==> src/rtl/tx_path_top.sv <==
// QPSK transmit datapath: maps one (I,Q) bit pair per accepted symbol to +/-AMP
// levels and repeats it for SPS samples on a 24-bit {I, Q} output stream.
module tx_path_top #(
    parameter int SPS       = 4,
    parameter int AMP       = 1447,
    parameter int IN_DATA_W = 8
) (
    input  logic                 clk,
    input  logic                 rst,
    input  logic                 in_valid,
    output logic                 in_ready,
    input  logic                 in_I,
    input  logic                 in_Q,
    input  logic [IN_DATA_W-1:0] in_data,
    output logic                 out_valid,
    input  logic                 out_ready,
    output logic [23:0]          out_data
);

    localparam logic [11:0] POS_LVL  = 12'(AMP);
    localparam logic [11:0] NEG_LVL  = 12'(-AMP);
    localparam logic [3:0]  LAST_CNT = 4'(SPS - 1);

    logic [3:0]  cnt;
    logic        last_sample;
    logic        accept;
    logic        consume;
    logic [11:0] lvl_i;
    logic [11:0] lvl_q;
    logic        unused_in_data;

    assign unused_in_data = ^in_data;

    assign last_sample = (cnt == LAST_CNT);
    // A new symbol may only enter once the final repeat of the current one leaves
    assign in_ready    = rst && (!out_valid || (out_ready && last_sample));
    assign accept      = in_valid && in_ready;
    assign consume     = out_valid && out_ready;

    assign lvl_i = in_I ? NEG_LVL : POS_LVL;
    assign lvl_q = in_Q ? NEG_LVL : POS_LVL;

    always_ff @(posedge clk or negedge rst) begin
        if (!rst) begin
            out_valid <= 1'b0;
            out_data  <= '0;
            cnt       <= '0;
        end else if (accept) begin
            out_data  <= {lvl_i, lvl_q};
            out_valid <= 1'b1;
            cnt       <= '0;
        end else if (consume) begin
            if (last_sample) begin
                out_valid <= 1'b0;
            end else begin
                cnt <= cnt + 4'd1;
            end
        end
    end

endmodule

==> config.mk <==
export PLATFORM = sky130hd
export DESIGN_NAME = tx_path_top
export DESIGN_NICKNAME = d
export VERILOG_FILES = /design/src/rtl/tx_path_top.sv
export SDC_FILE = /design/constraint.sdc
export NUM_CORES = 1
export LEC_CHECK = 0
export ABC_CLOCK_PERIOD_IN_PS = 1600
export CAP_MARGIN = 40
export CORE_AREA = 2 2 55 57
export DETAILED_ROUTE_END_ITERATION = 16
export DIE_AREA = 0 0 57 59
export GPL_TIMING_DRIVEN = 1
export MAX_ROUTING_LAYER = met4
export SLEW_MARGIN = 10
export SYNTH_ARGS = -nofsm -noshare
export SYNTH_HDL_FRONTEND = slang
export SYNTH_SLANG_ARGS = --single-unit
==> constraint.sdc <==
create_clock -name clk -period 1.6 [get_ports clk]
set_input_delay 0.32 -clock clk [delete_from_list [all_inputs] [get_ports clk]]
set_output_delay 0.32 -clock clk [all_outputs]
set_load 0.02 [all_outputs]
==> run_results.csv <==
group,metric,value,unit
floorplan,die_width,57,um
logic_synthesis,synthFlopType,"dfrtp_1",
finish,area_growth,49.8,%
floorplan,ios,40,
sta,setup-violations-final,0,
sta,fin_ws,0.0274,ns
critical_path,crit_type,"reg -> out",
logic_synthesis,yosysMostFrequentCell,"buf_4",
place,place_congestion,0.724,
pwr,p_leak,0.460,nW
pwr,p_int,1.03,mW
clocking,htreeDepth,1,
critical_path,reg2reg_slack,0.13,ns
pwr,sw_frac_of_total,46.0,%
logic_synthesis,synth-edff-count,0,
drt,routedWlPerCell,11.3,um
sta,hold_viol_final,0,
logic_synthesis,yosysSeqAreaShare,38.0,%
critical_path,crit_path_max_incr_delay,0.41,ns
logic_synthesis,async_flop_share,100,%
clocking,clk_pin_slew_worst_paths,0.06,ns
place,pre_cts_slack,-0.553,ns
grt,grt_usage,9.61,%
logic_synthesis,synth_warnings,0,
grt,overflow,0,
place,dp_cells,119,
critical_path,cp.arrival,1.25,ns
sta,relSlewSlack,76.9,%
critical_path,r2r-start,"cnt[0]",
drt,wl,1.40,mm
drt,vias,550,
grt,use_met2,15.6,%
pwr,pwr-share-clk,8.6,%
clocking,tritoncts,"built",
clocking,cts_hold_buf,0,
grt,met3_usage,2.84,%
grt,met1_usage,10.7,%
drt,dr.pass1.iters,4,
floorplan,rows,19,
logic_synthesis,avgSynthCellArea,10.3,um^2
critical_path,critPathBufInv,1,
critical_path,crit_chain,"ha_4, nand4bb_4, nand2_2, and2_4, buf_6",
sta,slew_violations,0,
sta,period_needed,1.57,ns
logic_synthesis,ys_top_cells_by_count,"19 x buf_4, 10 x dfrtp_1, 7 x nand2_1",
sta,finalClockSkew,0.000805,ns
pwr,power.total,1.91,mW
grt,grt_pass1_wl,2.39,mm
drt,drtIter0Drc,14,
pwr,ir_worst_vdd,0.985,mV
clocking,clock-sinks,10,
logic_synthesis,synth_top_area_share,38.0,%
logic_synthesis,synthesis.area,658,um^2
clocking,clockBufferDepth,2,
grt,grt_max_degree,12,
critical_path,cp_slowest_cell,"dfrtp_1",
critical_path,required,1.28,ns
drt,viasPerCell,4.44,
floorplan,dieHeight,59,um
critical_path,reg2reg_to,"out_data[11]",
place,dpl.hpwl,1.12,mm
logic_synthesis,ys_types,25,
critical_path,rr_worst_depth,5,
critical_path,endpoint_kind,"output pin",
critical_path,path_max_fanout,2,
clocking,numCtsBuffers,3,
hold_path,hold_path.class,"in -> async",
grt,grt_pass1_vias,546,
sta,rsz0062_at_grt,"yes",
sta,max_clock_freq,636,MHz
floorplan,coreArea,2710,um^2
grt,globalRoute.busiestLayer,"met2",
sta,timing.hold.ws,0.388,ns
logic_synthesis,synth_cells,64,
finish,layout.nets,110,
critical_path,critPathLaunchType,"register",
pwr,combPwrFrac,67.7,%
place,portBuffers,31,
outcome,outcome,"completed",
floorplan,initial_core_util,24.3,%
grt,antenna_found_initial,0,
clocking,cts_root_buf,"clkbuf_4",
finish,drive_above_1_share,31.2,%
logic_synthesis,mappedNetlistNets,79,
logic_synthesis,netlist_top_cells_area,"dfrtp_1 38%, buf_4 22%, mux2_4 4.6%, nand4bb_4 4.2%, nand2_1 4.0%",
pwr,power.density,1940,nW/um^2
pwr,p_sw,0.879,mW
finish,diodes,0,
sta,worstMarginPinSlew,0.346,ns
clocking,clkLatencyLatePin,0.26,ns
finish,final_cells,124,
pwr,power_frac_seq,23.6,%
logic_synthesis,yosysTopAreaCell,"dfrtp_1",
sta,post-route-period-util,98.3,%
flow_run,drv_cap,0,
drt,drc,0,
critical_path,path_delay_family,"flip-flops",
drt,drt.antenna.violating_nets,0,
floorplan,die-area,3360,um^2
logic_synthesis,ys_seq_elements,10,
layout by cell type (no fill, tap or decap), types with 2 or more instances in the layout:
master           instances
dlygate4sd2_1           24
buf_4                   15
dfrtp_1                 10
nand2_1                  6
clkdlybuf4s50_1          5
inv_1                    3
o21ai_0                  3
clkbuf_4                 3
mux2i_1                  2
mux2_4                   2
area by class of cell:
| type | instances | area [um^2] |
|---|---|---|
| inverters | 3 | 11.3 |
| well taps | 31 | 38.8 |
| repair buffers | 46 | 397 |
| flip-flops and latches | 10 | 250 |
| fillers | 302 | 1720 |
| clock buffers | 3 | 22.5 |
| multi-input cells | 31 | 267 |
worst reg2reg max path, stage by stage (launching register included):
cell and delay, ns:
dfrtp_1 0.39, ha_4 0.17, nand4bb_4 0.11, buf_4 0.16, a21oi_4 0.21, mux2_4 0.32
routing by layer:
| metal | share of wire, % | up-vias | wire length (um) |
|---|---|---|---|
| met2 | 46 | 31 | 640 |
| met5 | 0 | - | 0 |
| met4 | 0 | 0 | 0 |
| met1 | 43 | 258 | 594 |
| li1 | - | 261 | - |
| met3 | 11 | 0 | 160 |
cell families after synthesis:
logic type | Yosys count | synth area share (%)
AO/OA/AOI/OAI | 10 | 11.6
adder cells (fa/ha/maj) | 1 | 1.90
buffers and inverters | 23 | 24.1
flip-flops | 10 | 38.0
multiplexers | 4 | 7.60
AND/OR/NAND/NOR | 16 | 16.7
power by group through the flow:
stage	logic (mW)	clock network (mW)	registers, mW
detailed placement	1.44	0	0.461
finish	1.29	0.165	0.452
CTS	1.24	0.177	0.445
global placement	1.43	0	0.445
global route	1.39	0.182	0.475
floorplan	0.908	0	0.541
metrics by stage:
stage | utilization, % | setup TNS (ns) | cell area [um^2]
floorplan | - | 0 | 658
global placement | 35.3 | -1.55 | 957
detailed placement | 35.3 | -1.73 | 957
CTS | 34.9 | -0.0612 | 947
global route | 36.4 | -0.0346 | 986
finish | 36.4 | 0 | 986
state kept, by name, indices dropped and copies added, names as in the netlist:
register	flops
cnt	4
out_data	5
out_valid	1
worst max path at each step:
| stage | slack (ns) | end | depth (start not counted) | startpoint |
|---|---|---|---|---|
| finish | 0.03 | in_ready | 5 | cnt[0] |
| global route | -0.03 | in_ready | 5 | cnt[0] |
| CTS | -0.06 | in_ready | 5 | cnt[1] |
| detailed placement | -0.55 | in_ready | 5 | out_ready |
| global placement | -0.54 | in_ready | 5 | out_ready |
| floorplan | 0.18 | out_data[11] | 4 | cnt[0] |
repair_timing:
action                                  CTS  global route
setup buffers                             0             2
endpoints found under the setup margin   24             4
resized for setup                        29             6
pin swaps                                 1             3
(Power assumes the default switching activity.)
